===== config.mk =====
export PLATFORM = sky130hd
export DESIGN_NAME = stack_cpu_core_flat
export DESIGN_NICKNAME = d
export VERILOG_FILES = /design/src/rtl/stack_cpu_pkg.sv /design/src/rtl/stack_cpu_core_if.sv /design/src/rtl/stack_alu.sv /design/src/rtl/stack_cpu_core.sv /design/src/flat_wrapper.sv
export SDC_FILE = /design/constraint.sdc
export NUM_CORES = 1
export LEC_CHECK = 0
export CORE_UTILIZATION = 35
export CTS_BUF_LIST = sky130_fd_sc_hd__clkbuf_2
export CTS_CLUSTER_SIZE = 14
export DETAILED_ROUTE_END_ITERATION = 6
export DONT_BUFFER_PORTS = 1
export SLEW_MARGIN = 10
export SYNTH_ARGS = -nofsm -noshare
export SYNTH_HDL_FRONTEND = slang
export SYNTH_SLANG_ARGS = --single-unit

===== constraint.sdc =====
create_clock -name clk -period 4.8 [get_ports clk]
set_clock_uncertainty 0.15 [all_clocks]
set_input_delay 0.24 -clock clk [delete_from_list [all_inputs] [get_ports clk]]
set_output_delay 0.24 -clock clk [all_outputs]
set_load 0.01 [all_outputs]

===== src/rtl/stack_cpu_pkg.sv =====
// -----------------------------------------------------------------------------
// stack_cpu_pkg
// Shared definitions for the stack CPU core: instruction field codes, the
// ALU operation encoding, the control FSM state type and a small decode helper.
// No ports; imported by stack_alu and stack_cpu_core.
// -----------------------------------------------------------------------------
package stack_cpu_pkg;

  // Major opcodes, taken from IR[15:12]
  localparam logic [3:0] OP_STACK  = 4'h0;
  localparam logic [3:0] OP_BRANCH = 4'h1;
  localparam logic [3:0] OP_BZ     = 4'h4;
  localparam logic [3:0] OP_BS     = 4'h8;
  localparam logic [3:0] OP_CALL   = 4'hE;
  localparam logic [3:0] OP_RET    = 4'hF;

  // Sub-codes under OP_STACK, taken from IR[11:8]; 8..F select an ALU op
  localparam logic [3:0] SUB_PUSH  = 4'h0;

  // ALU operation, taken from the low three bits of the sub-code
  typedef enum logic [2:0] {
    ALU_POP = 3'd0,
    ALU_ADD = 3'd1,
    ALU_NEG = 3'd2,
    ALU_SUB = 3'd3,
    ALU_NOT = 3'd4,
    ALU_AND = 3'd5,
    ALU_OR  = 3'd6,
    ALU_XOR = 3'd7
  } alu_op_e;

  // Control FSM states
  typedef enum logic [2:0] {
    FETCH  = 3'd0,
    DECODE = 3'd1,
    STK_RD = 3'd2,
    STK_WR = 3'd3,
    EXEC   = 3'd4
  } state_e;

  // Branch/call offsets are 12-bit two's complement fields
  function automatic logic [15:0] signExt12(input logic [11:0] field);
    return {{4{field[11]}}, field};
  endfunction

  // Sub-codes 8..F under OP_STACK are the stack-operand ALU instructions
  function automatic logic isAluSub(input logic [3:0] sub);
    return sub[3];
  endfunction

endpackage


===== src/rtl/stack_cpu_core_if.sv =====
// -----------------------------------------------------------------------------
// stack_cpu_core_if
// Memory bus between the stack CPU core and its memory.
//   MFC      memory-function-complete (read data valid / write done)
//   DataIn   read data from memory
//   AddrOut  memory address, registered by the core
//   DataOut  write data, registered by the core
//   RD / WR  read / write request levels, never high together
// Modports: master = CPU side, slave = memory side.
// -----------------------------------------------------------------------------
interface stack_cpu_core_if;

  logic        MFC;
  logic [15:0] DataIn;
  logic [15:0] AddrOut;
  logic [15:0] DataOut;
  logic        RD;
  logic        WR;

  modport master (
    input  MFC,
    input  DataIn,
    output AddrOut,
    output DataOut,
    output RD,
    output WR
  );

  modport slave (
    output MFC,
    output DataIn,
    input  AddrOut,
    input  DataOut,
    input  RD,
    input  WR
  );

endinterface


===== src/rtl/stack_alu.sv =====
// -----------------------------------------------------------------------------
// stack_alu
// Purely combinational ALU for the stack CPU. Combines a register value with
// the operand popped off the stack.
//   rxVal_i    current value of the destination register rX
//   operand_i  value popped from the stack (v)
//   aluOp_i    operation select (ALOP)
//   result_o   16-bit result, wraps modulo 2^16
//   zero_o     result is zero
//   sign_o     result bit 15
// -----------------------------------------------------------------------------
module stack_alu
  import stack_cpu_pkg::*;
(
  input  logic [15:0] rxVal_i,
  input  logic [15:0] operand_i,
  input  alu_op_e     aluOp_i,
  output logic [15:0] result_o,
  output logic        zero_o,
  output logic        sign_o
);

  // Operation select. Pop, neg and not ignore rX entirely and only
  // transform the popped operand; the others combine both values.
  always_comb begin
    result_o = operand_i;
    case (aluOp_i)
      ALU_POP: result_o = operand_i;
      ALU_ADD: result_o = rxVal_i + operand_i;
      ALU_NEG: result_o = 16'h0000 - operand_i;
      ALU_SUB: result_o = rxVal_i - operand_i;
      ALU_NOT: result_o = ~operand_i;
      ALU_AND: result_o = rxVal_i & operand_i;
      ALU_OR:  result_o = rxVal_i | operand_i;
      ALU_XOR: result_o = rxVal_i ^ operand_i;
      default: result_o = operand_i;
    endcase
  end

  // Flag candidates; the core decides whether they are actually latched
  assign zero_o = (result_o == 16'h0000);
  assign sign_o = result_o[15];

endmodule


===== src/rtl/stack_cpu_core.sv =====
// -----------------------------------------------------------------------------
// stack_cpu_core
// Small 16-bit stack machine: PC, SP, IR, sixteen 16-bit registers and Z/S
// flags, talking to memory over a level-based RD/WR + MFC handshake.
//   clk    single clock, rising edge
//   reset  asynchronous, active-low reset
//   bus    memory bus (stack_cpu_core_if, master side)
// Parameters:
//   RESET_PC  PC loaded at reset
//   RESET_SP  SP loaded at reset (stack grows downward, so the first push
//             lands at RESET_SP-1)
// -----------------------------------------------------------------------------
module stack_cpu_core
  import stack_cpu_pkg::*;
#(
  parameter logic [15:0] RESET_PC = 16'h0000,
  parameter logic [15:0] RESET_SP = 16'h0000
) (
  input logic              clk,
  input logic              reset,
  stack_cpu_core_if.master bus
);

  state_e      state_q, state_d;
  logic [15:0] pc_q, pc_d;
  logic [15:0] sp_q, sp_d;
  logic [15:0] ir_q, ir_d;
  logic        zFlag_q, zFlag_d;
  logic        sFlag_q, sFlag_d;
  logic [15:0] addr_q, addr_d;
  logic [15:0] dout_q, dout_d;
  logic        rd_q, rd_d;
  logic        wr_q, wr_d;
  logic [15:0] operand_q, operand_d;

  logic [15:0] regFile_q [16];
  logic        rfWe;

  logic [3:0]  op;
  logic [3:0]  sub;
  logic [3:0]  rx;
  logic [15:0] offset;
  logic [15:0] target;
  logic [15:0] rxVal;
  alu_op_e     aluOp;
  logic [15:0] aluResult;
  logic        aluZero;
  logic        aluSign;

  // Instruction fields. pc_q already points past the instruction by the
  // time DECODE runs, so target is relative to the incremented PC.
  assign op     = ir_q[15:12];
  assign sub    = ir_q[11:8];
  assign rx     = ir_q[7:4];
  assign offset = signExt12(ir_q[11:0]);
  assign target = pc_q + offset;
  assign rxVal  = regFile_q[rx];
  assign aluOp  = alu_op_e'(sub[2:0]);

  stack_alu u_alu (
    .rxVal_i   (rxVal),
    .operand_i (operand_q),
    .aluOp_i   (aluOp),
    .result_o  (aluResult),
    .zero_o    (aluZero),
    .sign_o    (aluSign)
  );

  // Bus outputs come straight from registers so they are glitch-free and
  // held steady for the whole request.
  assign bus.RD      = rd_q;
  assign bus.WR      = wr_q;
  assign bus.AddrOut = addr_q;
  assign bus.DataOut = dout_q;

  // Next-state and datapath control. Every memory access follows the same
  // pattern: while idle, wait for MFC to be low (the previous access has
  // fully retired), then raise the request with the address; while the
  // request is up, wait for MFC high, consume the data and drop the request.
  // MFC is only looked at in the states that own an access.
  always_comb begin
    state_d   = state_q;
    pc_d      = pc_q;
    sp_d      = sp_q;
    ir_d      = ir_q;
    zFlag_d   = zFlag_q;
    sFlag_d   = sFlag_q;
    addr_d    = addr_q;
    dout_d    = dout_q;
    rd_d      = rd_q;
    wr_d      = wr_q;
    operand_d = operand_q;
    rfWe      = 1'b0;

    unique case (state_q)
      FETCH: begin
        if (!rd_q) begin
          if (!bus.MFC) begin
            rd_d   = 1'b1;
            addr_d = pc_q;
          end
        end else if (bus.MFC) begin
          rd_d    = 1'b0;
          ir_d    = bus.DataIn;
          pc_d    = pc_q + 16'd1;
          state_d = DECODE;
        end
      end

      DECODE: begin
        state_d = FETCH;
        case (op)
          OP_STACK: begin
            if (sub == SUB_PUSH) begin
              sp_d    = sp_q - 16'd1;
              dout_d  = rxVal;
              state_d = STK_WR;
            end else if (isAluSub(sub)) begin
              state_d = STK_RD;
            end
          end
          OP_BRANCH: pc_d = target;
          OP_BZ: begin
            if (zFlag_q) begin
              pc_d = target;
            end
          end
          OP_BS: begin
            if (sFlag_q) begin
              pc_d = target;
            end
          end
          OP_CALL: begin
            sp_d    = sp_q - 16'd1;
            dout_d  = pc_q;
            state_d = STK_WR;
          end
          OP_RET: state_d = STK_RD;
          default: begin
          end
        endcase
      end

      STK_RD: begin
        if (!rd_q) begin
          if (!bus.MFC) begin
            rd_d   = 1'b1;
            addr_d = sp_q;
          end
        end else if (bus.MFC) begin
          rd_d = 1'b0;
          sp_d = sp_q + 16'd1;
          if (op == OP_RET) begin
            pc_d    = bus.DataIn;
            state_d = FETCH;
          end else begin
            operand_d = bus.DataIn;
            state_d   = EXEC;
          end
        end
      end

      STK_WR: begin
        if (!wr_q) begin
          if (!bus.MFC) begin
            wr_d   = 1'b1;
            addr_d = sp_q;
          end
        end else if (bus.MFC) begin
          wr_d    = 1'b0;
          state_d = FETCH;
          if (op == OP_CALL) begin
            pc_d = target;
          end
        end
      end

      EXEC: begin
        rfWe    = 1'b1;
        state_d = FETCH;
        if (aluOp != ALU_POP) begin
          zFlag_d = aluZero;
          sFlag_d = aluSign;
        end
      end

      default: state_d = FETCH;
    endcase
  end

  // Architectural and bus registers. Reset clears the request lines
  // asynchronously, which is what aborts any access in flight.
  always_ff @(posedge clk or negedge reset) begin
    if (!reset) begin
      state_q   <= FETCH;
      pc_q      <= RESET_PC;
      sp_q      <= RESET_SP;
      ir_q      <= '0;
      zFlag_q   <= 1'b0;
      sFlag_q   <= 1'b0;
      addr_q    <= '0;
      dout_q    <= '0;
      rd_q      <= 1'b0;
      wr_q      <= 1'b0;
      operand_q <= '0;
    end else begin
      state_q   <= state_d;
      pc_q      <= pc_d;
      sp_q      <= sp_d;
      ir_q      <= ir_d;
      zFlag_q   <= zFlag_d;
      sFlag_q   <= sFlag_d;
      addr_q    <= addr_d;
      dout_q    <= dout_d;
      rd_q      <= rd_d;
      wr_q      <= wr_d;
      operand_q <= operand_d;
    end
  end

  // Register file. Only the EXEC state writes it, always to rX with the
  // ALU result, so a reset mid-instruction can never leave a partial update.
  always_ff @(posedge clk or negedge reset) begin
    if (!reset) begin
      for (int i = 0; i < 16; i++) begin
        regFile_q[i] <= '0;
      end
    end else if (rfWe) begin
      regFile_q[rx] <= aluResult;
    end
  end

endmodule


===== src/flat_wrapper.sv =====
// flat-port wrapper written by rule: the top's interface ports become plain ports
module stack_cpu_core_flat import stack_cpu_pkg::*;
#(
  parameter logic [15:0] RESET_PC = 16'h0000,
  parameter logic [15:0] RESET_SP = 16'h0000
)
  (clk, reset, bus_MFC, bus_DataIn, bus_AddrOut, bus_DataOut, bus_RD, bus_WR);
  stack_cpu_core_if bus_i ();
  input logic clk;
  input logic reset;
  input wire logic [$bits(bus_i.MFC)-1:0] bus_MFC;
  input wire logic [$bits(bus_i.DataIn)-1:0] bus_DataIn;
  output wire logic [$bits(bus_i.AddrOut)-1:0] bus_AddrOut;
  output wire logic [$bits(bus_i.DataOut)-1:0] bus_DataOut;
  output wire logic [$bits(bus_i.RD)-1:0] bus_RD;
  output wire logic [$bits(bus_i.WR)-1:0] bus_WR;
  assign bus_i.MFC = bus_MFC;
  assign bus_i.DataIn = bus_DataIn;
  assign bus_AddrOut = bus_i.AddrOut;
  assign bus_DataOut = bus_i.DataOut;
  assign bus_RD = bus_i.RD;
  assign bus_WR = bus_i.WR;
  stack_cpu_core #(.RESET_PC(RESET_PC), .RESET_SP(RESET_SP)) u_core (.clk(clk), .reset(reset), .bus(bus_i));
endmodule

==> results of run 1 <==
## worst max-delay path, delay by kind of cell (launching register included)
family	cells	cell delay [ns]
flops	1	0.54
mux	2	1.09
simple gates	4	0.85
fa+ha+maj	1	0.51
compound gates	5	1.15
buf+inv	1	0.20
## cell type report
| type | instances | area, um^2 |
|---|---|---|
| inverter | 62 | 233 |
| multi-input combinational | 1361 | 9880 |
| tap | 748 | 936 |
| timing repair buffer | 118 | 1070 |
| sequential | 359 | 8990 |
| clock inverter | 37 | 161 |
| antenna | 1 | 2.50 |
| clock buffer | 134 | 671 |
| fill | 5401 | 33200 |
## through the flow
stage / util / total power [W] / cell area (um^2)
after floorplan: - / 0.00950 / 19500
after global placement: 0.372 / 0.0113 / 20500
after detailed placement: 0.372 / 0.0115 / 20500
after global routing: 0.398 / 0.0149 / 21900
final: 0.398 / 0.0138 / 21900
after CTS: 0.397 / 0.0138 / 21900
## registers in the layout, indices dropped and copies added (netlist names)
| signal | flops |
|---|---|
| u_core.state_q | 3 |
| u_core.bus.RD | 1 |
| u_core.bus.DataOut | 16 |
| u_core.operand_q | 16 |
| u_core.bus.WR | 1 |
| u_core.sFlag_q | 1 |
| u_core.ir_q | 16 |
| u_core.pc_q | 16 |
| u_core.zFlag_q | 1 |
| u_core.regFile_q | 256 |
| u_core.bus.AddrOut | 16 |
| u_core.sp_q | 16 |
## cells by family after synthesis
kind of cell    after synthesis  share of synthesized area
buf+inv                     181                     0.0370
simple gates                577                      0.127
xor+xnor                     55                     0.0247
fa+ha+maj                    81                     0.0531
mux                         209                      0.169
compound gates              439                      0.129
flops                       359                      0.460
## cells in the final DEF, fill, tap and decap left out, types with 5 or more instances in the layout
cell type / instances
nor2b_1: 10
nor3_1: 20
xor2_1: 16
and2_1: 13
buf_4: 62
o31ai_1: 9
nand2b_1: 11
mux2_2: 90
inv_1: 58
a21oi_1: 66
nor2_1: 75
mux4_2: 87
clkinv_1: 29
ha_1: 78
nand3_1: 17
dlygate4sd3_1: 51
o21a_1: 5
or3_1: 13
dfrtp_1: 356
o21ai_0: 262
o211ai_1: 11
clkbuf_2: 134
mux2i_1: 32
a31oi_1: 11
a21o_1: 9
and3_1: 7
a211oi_1: 9
nand2_1: 383
or2_2: 5
xnor2_1: 39
## where the power goes
group          switching, W  internal, W
Combinational       0.00429      0.00304
Sequential         0.000701      0.00366
Clock               0.00136     0.000764
## worst max-delay path by stage
| stage | cells past startpoint | endpoint | from | slack [ns] |
|---|---|---|---|---|
| after CTS | 13 | u_core.zFlag_q | u_core.ir_q[4] | 0.02 |
| final | 13 | u_core.zFlag_q | u_core.ir_q[4] | 0.19 |
| after global routing | 13 | u_core.zFlag_q | u_core.ir_q[4] | 0.006 |
| after global placement | 13 | u_core.zFlag_q | u_core.ir_q[4] | 0.21 |
| after floorplan | 18 | u_core.zFlag_q | u_core.ir_q[4] | 0.03 |
| after detailed placement | 13 | u_core.zFlag_q | u_core.ir_q[4] | 0.13 |
## per-layer routing
layer  up-vias  global-route usage
li1       6967                   -
met1      7306               0.248
met2       486               0.305
met3       104              0.0432
met4         0              0.0589
met5         -                   0
## repair_timing
action | CTS | global route
resized for setup | 0 | 8
setup buffers | 0 | 2
endpoints found under the setup margin | 0 | 28
endpoints found under the hold margin | 444 | 359
==> results_dict.tcl, run 1 <==
set metrics [dict create \
    fin_nets 2098 \
    grt_pass1_wl_um 83400 \
    worstSkewPairLatency_ns 1.15 \
    synth_fp_nets 2001 \
    synth_cell_types 72 \
    r2r-start "u_core.ir_q[4]" \
    async_flop_share 1.00 \
    power.leakage_nw 10.0 \
    grt_usage 0.188 \
    post_drt_wl_per_cell_um 18.6 \
    routed.top_layer "met4" \
    grt_overflow 0 \
    fmax_mhz 217 \
    core-area_mm2 0.0551 \
    path_clk_slew_ns 0.11 \
    route.detailed.drc 0 \
    yosys_warnings 0 \
    worst_slew_pin_slew_ns 1.49 \
    power_density_mw_per_mm2 630 \
    r2r_cells 13 \
    cp_common_cell "mux4_2" \
    r2r_slack_ns 0.19 \
    period_share 0.961 \
    cts_hold_buf 51 \
    timing.critical_path.from_type "register" \
    dr_wl_met2_um 24800 \
    drt-met1-wl_um 23300 \
    vias 14900 \
    synth_common_cells "nand2_1, dfrtp_1, o21ai_0" \
    start_util 0.354 \
    cts_tree "yes" \
    grt_pass1_vias 15000 \
    yosysTopAreaCell "dfrtp_1" \
    fin_ws_ns 0.186 \
    grt_max_degree 360 \
    rr_endpoint "u_core.zFlag_q" \
    critPathMaxStageDelay_ns 0.58 \
    drv_slew 0 \
    cp_max_fo 14 \
    worstPathCellList "buf_16, mux4_2, mux4_2, fa_1, a211oi_2, nor2_1, o211a_1, o31ai_1, a32oi_1, and4bb_1, nand4b_1, nor4bb_1, a32o_1" \
    synthesis.instances 1901 \
    crit_required_ns 5.66 \
    ios 53 \
    yosysMostFrequentCell "nand2_1" \
    yosys.area.top_type_share 0.460 \
    drive_above_1_share 0.201 \
    setup_tns_ns 0 \
    synth-seq-cells 359 \
    port_buffers 0 \
    htree_num_levels 3 \
    clock_path_buffers 3 \
    stdcell_count 2820 \
    drv_cap 0 \
    ir_worst_vdd_mv 0.252 \
    place.gp.congestion 0.906 \
    dp_cells 2594 \
    fp-row-count 86 \
    finalSetupViolCount 0 \
    rsz0062_at_grt "no" \
    synth_flop_cell "dfrtp_1" \
    routed_wl_um 52300 \
    viasPerCell 5.27 \
    syn2layout_area_growth_pct 12.4 \
    hold_path.class "in2async" \
    syn_area_mm2 0.0195 \
    ys_seq_area_frac 0.460 \
    preCtsSetupSlack_ns 0.128 \
    maxSlewHeadroom 0.00557 \
    period_minus_slack_ns 4.61 \
    critical_path_class "reg2reg" \
    die_area_mm2 0.0567 \
    synth_edf_count 0 \
    cts_made_buffers 96 \
    die_h_um 238 \
    drt_iter0_drc 1263 \
    status "finished with violations" \
    drtPass1Iterations 6 \
    root_buffer "clkbuf_2" \
    die_w_um 238 \
    hold_slack_ns -1.34 \
    yosys-top-cells-area "dfrtp_1, mux4_2, nand2_1" \
    violations "hold timing" \
    cp.arrival_ns 5.48 \
    ant_nets 0 \
    antenna_found_initial 1 \
    avgSynthCellArea_um2 10.3 \
    worstSetupEndpointType "register" \
    wl_met3_um 3200 \
    finalHoldViolCount 359 \
    hpwl_um 34400 \
    cts_num_sinks 359 \
    crit_slowest_cell "mux4_2" \
]
Power figures use the tool's default switching activity.
==> inputs of run 2 (changes only) <==
--- a/config.mk
+++ b/config.mk
@@ -5,11 +5,13 @@
 export SDC_FILE = /design/constraint.sdc
 export NUM_CORES = 1
 export LEC_CHECK = 0
+export CORE_MARGIN = 4
 export CORE_UTILIZATION = 35
 export CTS_BUF_LIST = sky130_fd_sc_hd__clkbuf_2
 export CTS_CLUSTER_SIZE = 14
 export DETAILED_ROUTE_END_ITERATION = 6
 export DONT_BUFFER_PORTS = 1
+export GPL_TIMING_DRIVEN = 0
 export SLEW_MARGIN = 10
 export SYNTH_ARGS = -nofsm -noshare
 export SYNTH_HDL_FRONTEND = slang
==> constraint.sdc (replaced) <==
create_clock -name clk -period 5.9 [get_ports clk]
set_clock_uncertainty 0.15 [all_clocks]
set_input_delay 0.295 -clock clk [delete_from_list [all_inputs] [get_ports clk]]
set_output_delay 0.295 -clock clk [all_outputs]
set_load 0.01 [all_outputs]
==> run 2 against run 1 <==
The run still ends with hold timing left; register-to-register slack improved by 0.07 ns; combinational power decreased by 17%; total power decreased by 18%; routed wire length increased by 7.0%; cell count increased by 1.5%; utilization decreased by 0.10 points; worst setup slack improved by 0.066 ns; global-route usage decreased by 0.20 points; non-clock buffer count increased by 53; hold slack improved by 0.16 ns; clock power decreased by 18%; largest cell class unchanged.
==> results_dict.tcl, run 2 (synthesis results as in run 1) <==
set metrics [dict create \
    htree_num_levels 3 \
    hold_slack_ns -1.18 \
    root_buffer "clkbuf_2" \
    status "finished with violations" \
    finalHoldViolCount 359 \
    cp_max_fo 10 \
    critPathCapture "u_core.zFlag_q" \
    cts_tree "yes" \
    dp_cells 2649 \
    grt_pass1_vias 15700 \
    cp.arrival_ns 6.43 \
    cp_num_buf_inv 4 \
    die_area_mm2 0.0596 \
    fillers 5402 \
    port_buffers 0 \
    die_h_um 244 \
    final_area_mm2 0.0219 \
    ir_worst_vdd_mv 0.220 \
    r2r-start "u_core.ir_q[4]" \
    critical_path_class "reg2reg" \
    core-area_mm2 0.0552 \
    drtPass1Iterations 6 \
    fin_nets 2149 \
    power_density_mw_per_mm2 518 \
    largest_reg_flops 256 \
    path_depth 17 \
    hold_path.class "in2async" \
    path_clk_slew_ns 0.13 \
    final_cell_mix "nand2_1, dfrtp_1, o21ai_0, clkbuf_2, mux2_2" \
    drive_above_1_share 0.178 \
    viasPerCell 5.38 \
    finalSetupViolCount 0 \
    cts_num_sinks 359 \
    crit_required_ns 6.68 \
    place.gp.congestion 0.896 \
    ant_nets 0 \
    max_flop_register "u_core.regFile_q" \
    critical-path-top-delay-family "compound AO/OA/AOI/OAI gates" \
    hpwl_um 40500 \
    r2r_cells 17 \
    maxSlewHeadroom 0.188 \
    timing.critical_path.from_type "register" \
    layout.cells.most_common "nand2_1" \
    grt_overflow 0 \
    antenna_found_initial 1 \
    crit_slowest_cell "mux4_2" \
    worstSetupEndpointType "register" \
    cts_hold_buf 51 \
    worstSkewPairLatency_ns 1.10 \
    fmax_mhz 177 \
    cts_made_buffers 94 \
    stdcell_count 2862 \
    violations "hold timing" \
    worst_slew_pin_slew_ns 1.22 \
    syn2layout_area_growth_pct 12.3 \
    drv_cap 0 \
    grt_usage 0.186 \
    clock_path_buffers 3 \
    placed_area_mm2 0.0205 \
    rr_endpoint "u_core.zFlag_q" \
    power.leakage_nw 9.91 \
    die_w_um 244 \
    drt_iter0_drc 1328 \
    fp-row-count 86 \
    grt_pass1_wl_um 88200 \
    r2r_slack_ns 0.25 \
    critPathMaxStageDelay_ns 0.60 \
    crit_start "u_core.ir_q[4]" \
    worstPathCellList "clkbuf_4, clkdlybuf4s15_2, mux4_2, mux4_2, inv_1, ha_1, inv_1, fa_1, a211oi_1, o21ai_1, a31oi_1, nor2b_1, xor2_1, a221oi_4, nand4b_1, nor4bb_1, a32o_1" \
    grt_max_degree 360 \
    route.detailed.drc 0 \
    ios 53 \
    vias 15400 \
    post_drt_wl_per_cell_um 19.6 \
    routed_wl_um 56000 \
    period_share 0.957 \
    drv_slew 0 \
    start_util 0.354 \
    period_minus_slack_ns 5.65 \
]
==> run 2: through the flow <==
stage / power (W) / TNS [ns] / setup WS, ns / util
floorplan: 0.00772 / 0 / 0.954 / -
global placement: 0.00919 / -51.20 / -0.959 / 0.371
detailed placement: 0.00937 / -64.67 / -1.06 / 0.371
CTS: 0.0113 / 0 / 0.00936 / 0.396
global route: 0.0122 / -0.00340 / -0.00340 / 0.397
finish: 0.0114 / 0 / 0.252 / 0.397
==> run 2: worst min-delay path by stage <==
stage | from | cells after the start | endpoint | slack [ns]
2_1_floorplan | reset | 0 | u_core.bus.AddrOut[0] | -0.15
3_3_place_gp | reset | 0 | u_core.bus.AddrOut[15] | -0.12
3_5_place_dp | reset | 0 | u_core.bus.AddrOut[15] | -0.12
4_1_cts | reset | 0 | u_core.regFile_q[223] | -1.32
5_1_grt | reset | 0 | u_core.bus.DataOut[15] | -1.26
6_report | reset | 0 | u_core.bus.DataOut[15] | -1.18
==> run 2: final cells by class <==
class	count	area (um^2)	area share
Clock buffer	128	641	0.0292
Antenna cell	1	2.50	0.000114
Inverter	62	233	0.0106
Clock inverter	32	194	0.00884
Sequential cell	359	8980	0.410
Timing Repair Buffer	53	526	0.0240
Tap cell	748	936	0.0427
Buffer	118	526	0.0240
Multi-Input combinational cell	1361	9890	0.451
==> run 2: power breakdown <==
group	internal, W	switching, W
clock	0.000651	0.00109
sequential	0.00298	0.000526
combinational	0.00236	0.00375
total	0.00599	0.00537
==> run 2: per-layer routing <==
layer	wire [um]	GRT usage	vias up
met5	0	0	-
met1	24000	0.242	7628
met4	1920	0.0736	0
li1	-	-	7073
met3	3880	0.0425	134
met2	26200	0.302	558
==> run 2: repair_timing <==
item / CTS / global route
setup endpoints to repair: 169 / 51
setup buffers: 1 / 1
pin swaps: 2 / 1
hold endpoints to repair: 437 / 359
resized for setup: 20 / 16
